--- config.mk ---
export PLATFORM = sky130hd
export DESIGN_NAME = i2c_mem_target_flat
export DESIGN_NICKNAME = d
export VERILOG_FILES = /design/src/rtl/my_pkg.sv /design/src/rtl/i2c_mem_target_if.sv /design/src/rtl/i2c_bus_sync.sv /design/src/rtl/i2c_mem_target.sv /design/src/flat_wrapper.sv
export SDC_FILE = /design/constraint.sdc
export NUM_CORES = 1
export LEC_CHECK = 0
export ABC_CLOCK_PERIOD_IN_PS = 4400
export CAP_MARGIN = 20
export CORE_ASPECT_RATIO = 0.75
export CORE_MARGIN = 3
export CORE_UTILIZATION = 63
export DETAILED_ROUTE_END_ITERATION = 7
export GPL_ROUTABILITY_DRIVEN = 0
export GPL_TIMING_DRIVEN = 0
export PLACE_DENSITY = 0.79
export SLEW_MARGIN = 20
export SYNTH_ARGS = -nofsm -noshare
export SYNTH_HDL_FRONTEND = slang
export SYNTH_SLANG_ARGS = --single-unit
--- constraint.sdc ---
create_clock -name clk -period 4.4 [get_ports clk]
set_clock_uncertainty 0.2 [all_clocks]
set_input_delay 1.32 -clock clk [delete_from_list [all_inputs] [get_ports clk]]
set_output_delay 1.32 -clock clk [all_outputs]
set_load 0.1 [all_outputs]
--- src/rtl/my_pkg.sv ---
// Shared I2C types and constants for the memory-mapped I2C target.
package my_pkg;

  typedef logic [6:0] address_t;
  typedef logic [7:0] byte_t;
  typedef logic       ACKT_t;

  localparam int       I2C_BITS_PER_BYTE = 8;
  localparam address_t GEN_CALL_ADDR     = 7'h00;

  typedef enum logic [3:0] {
    IDLE,
    ADDR,
    ADDR_ACK,
    PTR,
    PTR_ACK,
    WDATA,
    WDATA_ACK,
    RDATA,
    RDATA_ACK,
    IGNORE
  } tgt_state_t;

  function automatic logic maj3(input logic a, input logic b, input logic c);
    return (a & b) | (a & c) | (b & c);
  endfunction

endpackage

--- src/rtl/i2c_mem_target_if.sv ---
// Open-drain I2C pair as seen by the target, plus the ACKT indication.
interface i2c_mem_target_if;
  import my_pkg::*;

  logic  scl_i;
  logic  sda_i;
  logic  sda_oe;
  ACKT_t ACKT;

  modport master (output scl_i, sda_i, input sda_oe, ACKT);
  modport slave  (input scl_i, sda_i, output sda_oe, ACKT);

endinterface

--- src/rtl/i2c_bus_sync.sv ---
// SCL/SDA synchronizers, edge detect and START/STOP detection.
// Define I2C_TGT_GLITCH_FILTER_EN to add a 3-sample majority filter (+2 clk).
module i2c_bus_sync
  import my_pkg::*;
(
  input  logic clk,
  input  logic reset_n,
  input  logic scl_i,
  input  logic sda_i,
  output logic scl_rise,
  output logic scl_fall,
  output logic sda_s,
  output logic start_det,
  output logic stop_det
);

  logic [1:0] scl_sync, sda_sync;
  logic       scl_f, sda_f;
  logic       scl_prev, sda_prev;

  // Idle bus level is high, so reset to 1 to avoid phantom edges after reset.
  always_ff @(posedge clk or negedge reset_n) begin
    if (!reset_n) begin
      scl_sync <= 2'b11;
      sda_sync <= 2'b11;
    end else begin
      // NOTE: non-blocking assignments make each flop sample the previous stage's old value.
      scl_sync <= {scl_sync[0], scl_i};
      sda_sync <= {sda_sync[0], sda_i};
    end
  end

`ifdef I2C_TGT_GLITCH_FILTER_EN
  logic [1:0] scl_hist, sda_hist;

  always_ff @(posedge clk or negedge reset_n) begin
    if (!reset_n) begin
      scl_hist <= 2'b11;
      sda_hist <= 2'b11;
      scl_f    <= 1'b1;
      sda_f    <= 1'b1;
    end else begin
      scl_hist <= {scl_hist[0], scl_sync[1]};
      sda_hist <= {sda_hist[0], sda_sync[1]};
      scl_f    <= maj3(scl_sync[1], scl_hist[0], scl_hist[1]);
      sda_f    <= maj3(sda_sync[1], sda_hist[0], sda_hist[1]);
    end
  end
`else
  assign scl_f = scl_sync[1];
  assign sda_f = sda_sync[1];
`endif

  always_ff @(posedge clk or negedge reset_n) begin
    if (!reset_n) begin
      scl_prev <= 1'b1;
      sda_prev <= 1'b1;
    end else begin
      scl_prev <= scl_f;
      sda_prev <= sda_f;
    end
  end

  // START/STOP need SCL high in both samples, so an SDA change on an SCL edge is data.
  assign scl_rise  = scl_f & ~scl_prev;
  assign scl_fall  = ~scl_f & scl_prev;
  assign sda_s     = sda_f;
  assign start_det = scl_f & scl_prev & sda_prev & ~sda_f;
  assign stop_det  = scl_f & scl_prev & ~sda_prev & sda_f;

endmodule

--- src/rtl/i2c_mem_target.sv ---
// I2C target with a byte-addressed register file: pointer write, burst write,
// and burst read with auto-increment.
module i2c_mem_target
  import my_pkg::*;
#(
  parameter address_t DEV_ADDR  = 7'h50,
  parameter int       MEM_DEPTH = 16
) (
  input  logic                         clk,
  input  logic                         reset_n,
  i2c_mem_target_if.slave              bus,
  output logic                         wr_strobe,
  output logic [$clog2(MEM_DEPTH)-1:0] wr_addr,
  output byte_t                        wr_data,
  output logic                         busy
);

  localparam int AW = $clog2(MEM_DEPTH);
  typedef logic [AW-1:0] ptr_t;

  logic       scl_rise, scl_fall, sda_s, start_det, stop_det;
  tgt_state_t state;
  byte_t      mem [MEM_DEPTH];
  byte_t      shreg, rx_byte;
  logic [3:0] bit_cnt;
  ptr_t       ptr, ptr_inc;
  logic       rw, byte_done, addr_hit;

  i2c_bus_sync u_sync (
    .clk      (clk),
    .reset_n  (reset_n),
    .scl_i    (bus.scl_i),
    .sda_i    (bus.sda_i),
    .scl_rise (scl_rise),
    .scl_fall (scl_fall),
    .sda_s    (sda_s),
    .start_det(start_det),
    .stop_det (stop_det)
  );

  assign rx_byte   = {shreg[6:0], sda_s};
  assign byte_done = scl_rise && (bit_cnt == 4'(I2C_BITS_PER_BYTE - 1));
  assign addr_hit  = (rx_byte[7:1] == DEV_ADDR) && (DEV_ADDR != GEN_CALL_ADDR);
  assign ptr_inc   = ptr + ptr_t'(1);

  always_ff @(posedge clk or negedge reset_n) begin
    if (!reset_n) begin
      state      <= IDLE;
      shreg      <= '0;
      bit_cnt    <= '0;
      ptr        <= '0;
      rw         <= 1'b0;
      bus.sda_oe <= 1'b0;
      bus.ACKT   <= 1'b0;
      wr_strobe  <= 1'b0;
      wr_addr    <= '0;
      wr_data    <= '0;
      busy       <= 1'b0;
      // NOTE: the register file must read as zero after reset, so it is reset here (flops, not a RAM macro).
      for (int i = 0; i < MEM_DEPTH; i++) mem[i] <= '0;
    end else begin
      wr_strobe <= 1'b0;
      if (stop_det) begin
        state      <= IDLE;
        bit_cnt    <= '0;
        bus.sda_oe <= 1'b0;
        bus.ACKT   <= 1'b0;
        busy       <= 1'b0;
      end else if (start_det) begin
        state      <= ADDR;
        bit_cnt    <= '0;
        bus.sda_oe <= 1'b0;
        bus.ACKT   <= 1'b0;
      end else begin
        case (state)
          ADDR, PTR, WDATA: if (scl_rise) begin
            shreg   <= rx_byte;
            bit_cnt <= byte_done ? 4'd0 : bit_cnt + 4'd1;
            if (byte_done) begin
              if (state == ADDR) begin
                state <= addr_hit ? ADDR_ACK : IGNORE;
                rw    <= rx_byte[0];
                if (addr_hit) busy <= 1'b1;
              end else if (state == PTR) begin
                ptr   <= rx_byte[AW-1:0];
                state <= PTR_ACK;
              end else begin
                mem[ptr]  <= rx_byte;
                wr_strobe <= 1'b1;
                wr_addr   <= ptr;
                wr_data   <= rx_byte;
                state     <= WDATA_ACK;
              end
            end
          end
          // ACKT doubles as the phase flag: first fall drives ACK, second fall ends it.
          ADDR_ACK, PTR_ACK, WDATA_ACK: if (scl_fall) begin
            bus.ACKT <= ~bus.ACKT;
            if (!bus.ACKT) begin
              bus.sda_oe <= 1'b1;
            end else if (state == ADDR_ACK && rw) begin
              shreg      <= mem[ptr];
              bus.sda_oe <= ~mem[ptr][7];
              state      <= RDATA;
            end else begin
              bus.sda_oe <= 1'b0;
              if (state == WDATA_ACK) ptr <= ptr_inc;
              state <= (state == ADDR_ACK) ? PTR : WDATA;
            end
          end
          RDATA: begin
            if (scl_rise) bit_cnt <= bit_cnt + 4'd1;
            if (scl_fall) begin
              if (bit_cnt == 4'(I2C_BITS_PER_BYTE)) begin
                bit_cnt    <= '0;
                bus.sda_oe <= 1'b0;
                state      <= RDATA_ACK;
              end else begin
                shreg      <= {shreg[6:0], 1'b0};
                bus.sda_oe <= ~shreg[6];
              end
            end
          end
          // bit_cnt=1 marks that the master ACKed and the next byte starts at this fall.
          RDATA_ACK: begin
            if (scl_rise) begin
              if (sda_s) state <= IGNORE;
              else bit_cnt <= 4'd1;
            end else if (scl_fall && bit_cnt != 4'd0) begin
              bit_cnt    <= '0;
              ptr        <= ptr_inc;
              shreg      <= mem[ptr_inc];
              bus.sda_oe <= ~mem[ptr_inc][7];
              state      <= RDATA;
            end
          end
          default: ;
        endcase
      end
    end
  end

endmodule

--- src/flat_wrapper.sv ---
// flat-port wrapper written by rule: the top's interface ports become plain ports
module i2c_mem_target_flat import my_pkg::*;
#(
  parameter address_t DEV_ADDR  = 7'h50,
  parameter int       MEM_DEPTH = 16
)
  (clk, reset_n, wr_strobe, wr_addr, wr_data, busy, bus_scl_i, bus_sda_i, bus_sda_oe, bus_ACKT);
  i2c_mem_target_if bus_i ();
  input  logic clk;
  input  logic reset_n;
  output logic wr_strobe;
  output logic [$clog2(MEM_DEPTH)-1:0] wr_addr;
  output byte_t wr_data;
  output logic busy;
  input wire logic [$bits(bus_i.scl_i)-1:0] bus_scl_i;
  input wire logic [$bits(bus_i.sda_i)-1:0] bus_sda_i;
  output wire logic [$bits(bus_i.sda_oe)-1:0] bus_sda_oe;
  output wire logic [$bits(bus_i.ACKT)-1:0] bus_ACKT;
  assign bus_i.scl_i = bus_scl_i;
  assign bus_i.sda_i = bus_sda_i;
  assign bus_sda_oe = bus_i.sda_oe;
  assign bus_ACKT = bus_i.ACKT;
  i2c_mem_target #(.DEV_ADDR(DEV_ADDR), .MEM_DEPTH(MEM_DEPTH)) u_core (.clk(clk), .reset_n(reset_n), .bus(bus_i), .wr_strobe(wr_strobe), .wr_addr(wr_addr), .wr_data(wr_data), .busy(busy));
endmodule
==> impl_metrics.env, run 1 <==
export IMPL_yosysTopAreaCellShare=0.4404
export IMPL_drt_wirelength_per_cell_um=27.28
export IMPL_clkTransAtPathRegs_ns=0.07
export IMPL_cts_htree_levels=4
export IMPL_fp_dieW_um=146.4
export IMPL_die_area_um2=16300
export IMPL_diodes=0
export IMPL_maxCapViolations=0
export IMPL_holdWs_ns=0.1643
export IMPL_hold_violations=0
export IMPL_p_leak_uw=0.004570
export IMPL_worstMarginPinSlew_ns=1.104
export IMPL_start_util=0.6622
export IMPL_slew_viol_final=0
export IMPL_slew_headroom=0.2615
export IMPL_ys_seq_elements=170
export IMPL_fin_ws_ns=0.1722
export IMPL_final_cells=956
export IMPL_vias=6816
export IMPL_finalCriticalPeriod_ns=4.228
export IMPL_crit_slowest_cell="buf_2"
export IMPL_syn_area_um2=9319
export IMPL_rsz0062_at_grt="no"
export IMPL_post_cts_setup_buffers=0
export IMPL_min_period_over_period=0.9609
export IMPL_yosysUniqueCellTypes=57
export IMPL_n_fill_cell=963
export IMPL_grtUsageTotal=0.3290
export IMPL_grt_overflow=0
export IMPL_multi_input_area_um2=4821
export IMPL_synth_most_common_cell="dfrtp_1"
export IMPL_path_class="reg2reg"
export IMPL_status="completed"
export IMPL_endpoint_kind="flip-flop"
export IMPL_tns_ns=0
export IMPL_max_stage_delay_ns=0.42
export IMPL_dpl_cell_count=924
export IMPL_core_um2=14070
export IMPL_path_cells="clkbuf_2, buf_2, clkinv_2, ha_1, buf_2, clkbuf_4, clkbuf_4, mux4_2, mux2i_1, mux2i_1, a2111oi_2, a21oi_1"
export IMPL_ant_nets=0
export IMPL_cp_required_ns=4.50
export IMPL_synth_area_leaders="dfrtp_1 (44%), mux2_2 (17%), mux4_2 (15%)"
export IMPL_place_hpwl_um=17110
export IMPL_drtIter0Drc=1020
export IMPL_drc=0
export IMPL_synth_enable_flop_cells=0
export IMPL_critPathTopFamily="buffers and inverters"
export IMPL_die_height_um=111.3
export IMPL_antenna_found_initial=0
export IMPL_synth_common_cells="dfrtp_1 (164), mux2_2 (142), mux4_2 (64)"
export IMPL_grt_start_max_net_pins=89
export IMPL_placed_area_um2=9786
export IMPL_ys_seq_area_frac=0.4573
export IMPL_startpoint_type="flip-flop"
export IMPL_fmax_mhz=236.5
export IMPL_area_growth_syn_to_layout_pct=11.56
export IMPL_io_buffers=19
export IMPL_yosys_warnings=0
export IMPL_power_density_nw_per_um2=532.4
export IMPL_wl_um=26080
export IMPL_clock_root_buffer="clkbuf_16"
export IMPL_drive_above_1_share=0.3811
export IMPL_worst_path_buf_inv=6
export IMPL_io_pins=20
export IMPL_clockBufferDepth=2
export IMPL_place_ws_ns=-1.532
export IMPL_syn_num_nets=719
export IMPL_ys_async_sr_fraction=1.000
export IMPL_setup_viol=0
export IMPL_dr_pass1_iters=8
export IMPL_cp_arrival_ns=4.33
export IMPL_avgSynthCellArea_um2=13.14
export IMPL_placementRows=37
export IMPL_clock_sinks=170
export IMPL_min_path_type="reg2reg"
export IMPL_grt_pass1_wl_um=40500
export IMPL_final_area_um2=10400
export IMPL_synth_ff_type="dfrtp_1"
export IMPL_grt_pass1_vias=6947
export IMPL_insertion_delay_ns=0.44
export IMPL_vdd_ir_drop_max_uv=382.3
export IMPL_seq_area_um2=4262
export IMPL_yosys_area_top_type="dfrtp_1"
export IMPL_via_per_inst=7.130
export IMPL_cts_buffers=17
export IMPL_cts_tree="built"
export IMPL_worstPathMaxFanout=10
export IMPL_fin_nets=758
export IMPL_postSynthCellCount=709
-- logic make-up (layout without fill, tap and decap cells) --
logic type,after synthesis,in the layout,share of synthesized area
multiplexers,233,233,0.3555
flip-flops,170,170,0.4573
AND/OR/NAND/NOR,142,142,0.08338
AO/OA/AOI/OAI,88,88,0.06284
buffers and inverters,65,117,0.02820
adder cells (fa/ha/maj),6,6,0.008056
XOR/XNOR,5,5,0.004700
-- cells in the final DEF (no fill, tap or decap), drive strengths merged, types with 8 or more instances in the layout --
| master | Yosys | routed |
|---|---|---|
| a21oi | 16 | 16 |
| mux2i | 25 | 25 |
| nor2b | 12 | 12 |
| dfrtp | 164 | 164 |
| a211oi | 13 | 13 |
| buf | 20 | 23 |
| nor3 | 13 | 13 |
| nor2 | 42 | 42 |
| inv | 7 | 15 |
| clkbuf | 37 | 54 |
| mux2 | 144 | 144 |
| mux4 | 64 | 64 |
| clkdlybuf4s50 | 0 | 18 |
| nand2 | 39 | 39 |
| nand3 | 8 | 8 |
| o21ai | 20 | 20 |
-- metrics by stage --
| stage | util | power, uW |
|---|---|---|
| after floorplan | - | 3296 |
| after global placement | 0.6930 | 3922 |
| after detailed placement | 0.6953 | 3984 |
| after CTS | 0.7369 | 5448 |
| after global routing | 0.7387 | 5729 |
| final | 0.7387 | 5535 |
-- state kept, by name (all words and copies together), names as in the netlist, 2 cells and up --
register                count
u_core.state                4
u_core.ptr                  4
u_core.u_sync.scl_sync      2
u_core.bit_cnt              4
u_core.wr_addr              4
u_core.shreg                7
u_core.wr_data              8
u_core.u_sync.sda_sync      2
u_core.mem                128
-- worst paths after layout --
kind | from | endpoint | slack (ns) | depth (start not counted)
worst max-delay path | u_core.ptr[1]$_DFFE_PN0P_ | u_core.shreg[1]$_DFFE_PN0P_ | 0.17 | 12
worst min-delay path | u_core.u_sync.scl_sync[0]$_DFF_PN1_ | u_core.u_sync.scl_sync[1]$_DFF_PN1_ | 0.16 | 0
worst max register to register | u_core.ptr[1]$_DFFE_PN0P_ | u_core.shreg[1]$_DFFE_PN0P_ | 0.17 | 12
worst min register to register | u_core.u_sync.scl_sync[0]$_DFF_PN1_ | u_core.u_sync.scl_sync[1]$_DFF_PN1_ | 0.16 | 0
max in group asynchronous | reset_n | u_core.ptr[2]$_DFFE_PN0P_ | 2.51 | 2
min in group asynchronous | reset_n | u_core.bit_cnt[2]$_DFFE_PN0P_ | 0.65 | 1
-- metal layers --
metal | up-vias | track usage | wire length [um]
met5 | - | 0 | 0
met4 | 0 | 0.1360 | 1116
met3 | 113 | 0.1237 | 3282
met2 | 503 | 0.4756 | 11210
met1 | 3428 | 0.4547 | 10470
li1 | 2772 | - | -
-- repair_timing --
item | 4_1_cts | 5_1_grt
pin swaps | 0 | 0
gates resized for setup | 15 | 5
hold buffers | 0 | 0
setup endpoints to repair | 9 | 6
-- power breakdown --
part | internal [uW] | switching, uW
Combinational | 740 | 1600
Sequential | 1670 | 90.9
Clock | 746 | 691
Total | 3150 | 2380
-- layout make-up --
type / instances / share of cell area
buffer: 57 / 0.02491
clock buffer: 18 / 0.04128
clock inverter: 14 / 0.01228
inverter: 8 / 0.003009
multi-input combinational: 474 / 0.4637
sequential: 170 / 0.4099
tap: 195 / 0.02347
timing repair buffer: 20 / 0.02142
Note: power is estimated with default switching activity, not from simulation.
==> inputs of run 2 (changes only) <==
--- a/config.mk
+++ b/config.mk
@@ -12,2 +12,3 @@
 export CORE_UTILIZATION = 63
+export CTS_BUF_LIST = sky130_fd_sc_hd__clkbuf_16
 export DETAILED_ROUTE_END_ITERATION = 7
--- a/constraint.sdc
+++ b/constraint.sdc
@@ -4,2 +4,2 @@
 set_output_delay 1.32 -clock clk [all_outputs]
-set_load 0.1 [all_outputs]
+set_load 0.02 [all_outputs]
==> impl_metrics.env, run 2 (synthesis results as in run 1) <==
export IMPL_utilization=0.7387
export IMPL_drt_wirelength_per_cell_um=27.29
export IMPL_antenna_found_initial=0
export IMPL_hold_violations=0
export IMPL_clockBufferDepth=2
export IMPL_r2r_slack_ns=0.17
export IMPL_io_buffers=19
export IMPL_core_um2=14070
export IMPL_cp_endpoint="u_core.shreg[1]$_DFFE_PN0P_"
export IMPL_setup_viol=0
export IMPL_clock_sinks=170
export IMPL_power_density_nw_per_um2=522.1
export IMPL_timing_rr_end="u_core.shreg[1]$_DFFE_PN0P_"
export IMPL_p_leak_uw=0.004574
export IMPL_n_fill_cell=963
export IMPL_path_cells="clkbuf_2, buf_2, clkinv_2, ha_1, buf_2, clkbuf_4, clkbuf_4, mux4_2, mux2i_1, mux2i_1, a2111oi_2, a21oi_1"
export IMPL_largest_reg_flops=128
export IMPL_crit_slowest_cell="buf_2"
export IMPL_slew_headroom=0.2602
export IMPL_rsz0062_at_grt="no"
export IMPL_fmax_mhz=236.4
export IMPL_io_pins=20
export IMPL_worst_path_buf_inv=6
export IMPL_cts_buffers=17
export IMPL_final_cells=956
export IMPL_final_cell_mix="dfrtp_1 (164), mux2_2 (142), mux4_2 (64), nand2_1 (39), clkbuf_1 (32)"
export IMPL_cts_htree_levels=4
export IMPL_post_cts_setup_buffers=0
export IMPL_drtIter0Drc=1020
export IMPL_cts_tree="built"
export IMPL_rr_worst_depth=12
export IMPL_critPathTopFamily="buffers and inverters"
export IMPL_final_common_cell="dfrtp_1"
export IMPL_die_area_um2=16300
export IMPL_seq_area_um2=4262
export IMPL_multi_input_area_um2=4821
export IMPL_hold_start="u_core.u_sync.scl_sync[0]$_DFF_PN1_"
export IMPL_grt_pass1_wl_um=40500
export IMPL_power_frac_clock=0.265
export IMPL_startpoint="u_core.ptr[1]$_DFFE_PN0P_"
export IMPL_drc=0
export IMPL_ant_nets=0
export IMPL_min_period_over_period=0.9614
export IMPL_vdd_ir_drop_max_uv=382.3
export IMPL_cp_required_ns=4.50
export IMPL_via_per_inst=7.158
export IMPL_wl_um=26090
export IMPL_grt_pass1_vias=6947
export IMPL_intPower_uw=3153
export IMPL_pwr_share_seq=0.324
export IMPL_path_depth=12
export IMPL_dpl_cell_count=924
export IMPL_area_growth_syn_to_layout_pct=11.56
export IMPL_finalCriticalPeriod_ns=4.230
export IMPL_cp_arrival_ns=4.33
export IMPL_status="completed"
export IMPL_grt_start_max_net_pins=89
export IMPL_clock_root_buffer="clkbuf_16"
export IMPL_p_sw_uw=2275
export IMPL_fp_dieW_um=146.4
export IMPL_endpoint_kind="flip-flop"
export IMPL_tns_ns=0
export IMPL_grt_overflow=0
export IMPL_clkTransAtPathRegs_ns=0.07
export IMPL_max_stage_delay_ns=0.42
export IMPL_worstReg2RegStart="u_core.ptr[1]$_DFFE_PN0P_"
export IMPL_worstMarginPinSlew_ns=1.106
export IMPL_power_frac_comb=0.411
export IMPL_regMostFlops="u_core.mem"
export IMPL_insertion_delay_ns=0.44
export IMPL_diodes=0
export IMPL_startpoint_type="flip-flop"
export IMPL_start_util=0.6622
export IMPL_min_path_type="reg2reg"
export IMPL_fin_nets=758
export IMPL_place_hpwl_um=17110
export IMPL_swShare=0.4191
export IMPL_grtUsageTotal=0.3290
export IMPL_top_regs="u_core.mem (128), u_core.wr_data (8), u_core.shreg (7)"
export IMPL_drive_above_1_share=0.3811
export IMPL_placementRows=37
export IMPL_slew_viol_final=0
export IMPL_die_height_um=111.3
export IMPL_maxCapViolations=0
export IMPL_worstPathMaxFanout=10
export IMPL_dr_pass1_iters=8
export IMPL_vias=6843
export IMPL_path_class="reg2reg"
-- run 2: cell types whose count changed in the layout (fill, tap and decap cells not counted) --
cell,delta
clkbuf_1,-1
inv_1,+1
-- run 2: power groups by stage --
stage / logic, uW / registers (uW) / clock network [uW]
after detailed placement: 2090 / 1780 / 0
after global routing: 2330 / 1770 / 1520
final: 2230 / 1760 / 1440
after floorplan: 1420 / 1780 / 0
after global placement: 2040 / 1770 / 0
after CTS: 2140 / 1750 / 1440
-- run 2: worst reg2reg max path: stages, from the launching register on --
cell       delay [ns]
dfrtp_1          0.41
clkbuf_2         0.39
buf_2            0.42
clkinv_2         0.28
ha_1             0.36
buf_2            0.21
clkbuf_4         0.30
clkbuf_4         0.30
mux4_2           0.34
mux2i_1          0.25
mux2i_1          0.14
a2111oi_2        0.41
a21oi_1          0.08
-- run 2: area by class of cell --
| cell class | count | share of cell area |
|---|---|---|
| plain buffers | 57 | 0.02491 |
| clock buffers | 17 | 0.04092 |
| clock inverters | 15 | 0.01264 |
| inverters | 8 | 0.003009 |
| multi-input cells | 474 | 0.4637 |
| flip-flops and latches | 170 | 0.4099 |
| well taps | 195 | 0.02347 |
| repair buffers | 20 | 0.02142 |
-- run 2: metrics by stage --
| step | setup WS (ns) | area, um^2 | hold WS, ns | power (uW) |
|---|---|---|---|---|
| after floorplan | 0.4613 | 9319 | 0.1452 | 3191 |
| after global placement | -4.755 | 9753 | 0.1462 | 3815 |
| after detailed placement | -1.532 | 9786 | 0.1489 | 3877 |
| after CTS | 0.04498 | 10370 | 0.1647 | 5338 |
| after global routing | 0.008216 | 10400 | 0.1692 | 5620 |
| final | 0.1699 | 10400 | 0.1643 | 5428 |
-- run 2: worst min path at each step --
stage,endpoint,slack (ns),depth (start not counted)
2_1_floorplan,u_core.u_sync.scl_sync[1]$_DFF_PN1_,0.15,0
3_3_place_gp,u_core.u_sync.scl_sync[1]$_DFF_PN1_,0.15,0
3_5_place_dp,u_core.u_sync.sda_sync[1]$_DFF_PN1_,0.15,0
4_1_cts,u_core.u_sync.sda_sync[1]$_DFF_PN1_,0.16,0
5_1_grt,u_core.u_sync.scl_sync[1]$_DFF_PN1_,0.17,0
6_report,u_core.u_sync.scl_sync[1]$_DFF_PN1_,0.16,0
-- run 2: metal layers --
| metal | track usage | vias up | routed length (um) |
|---|---|---|---|
| met5 | 0 | - | 0 |
| li1 | - | 2770 | - |
| met4 | 0.1360 | 0 | 1109 |
| met3 | 0.1237 | 110 | 3347 |
| met1 | 0.4547 | 3448 | 10420 |
| met2 | 0.4756 | 515 | 11220 |
-- run 2: what timing repair did --
action	4_1_cts	5_1_grt
hold buffers	0	0
endpoints found under the setup margin	9	6
resized for setup	15	5
==> inputs of run 3 (changes only) <==
- CAP_MARGIN: 20 -> 5
==> results of run 3 <==
Final layout, timing and power as in run 2 (identical DEF).
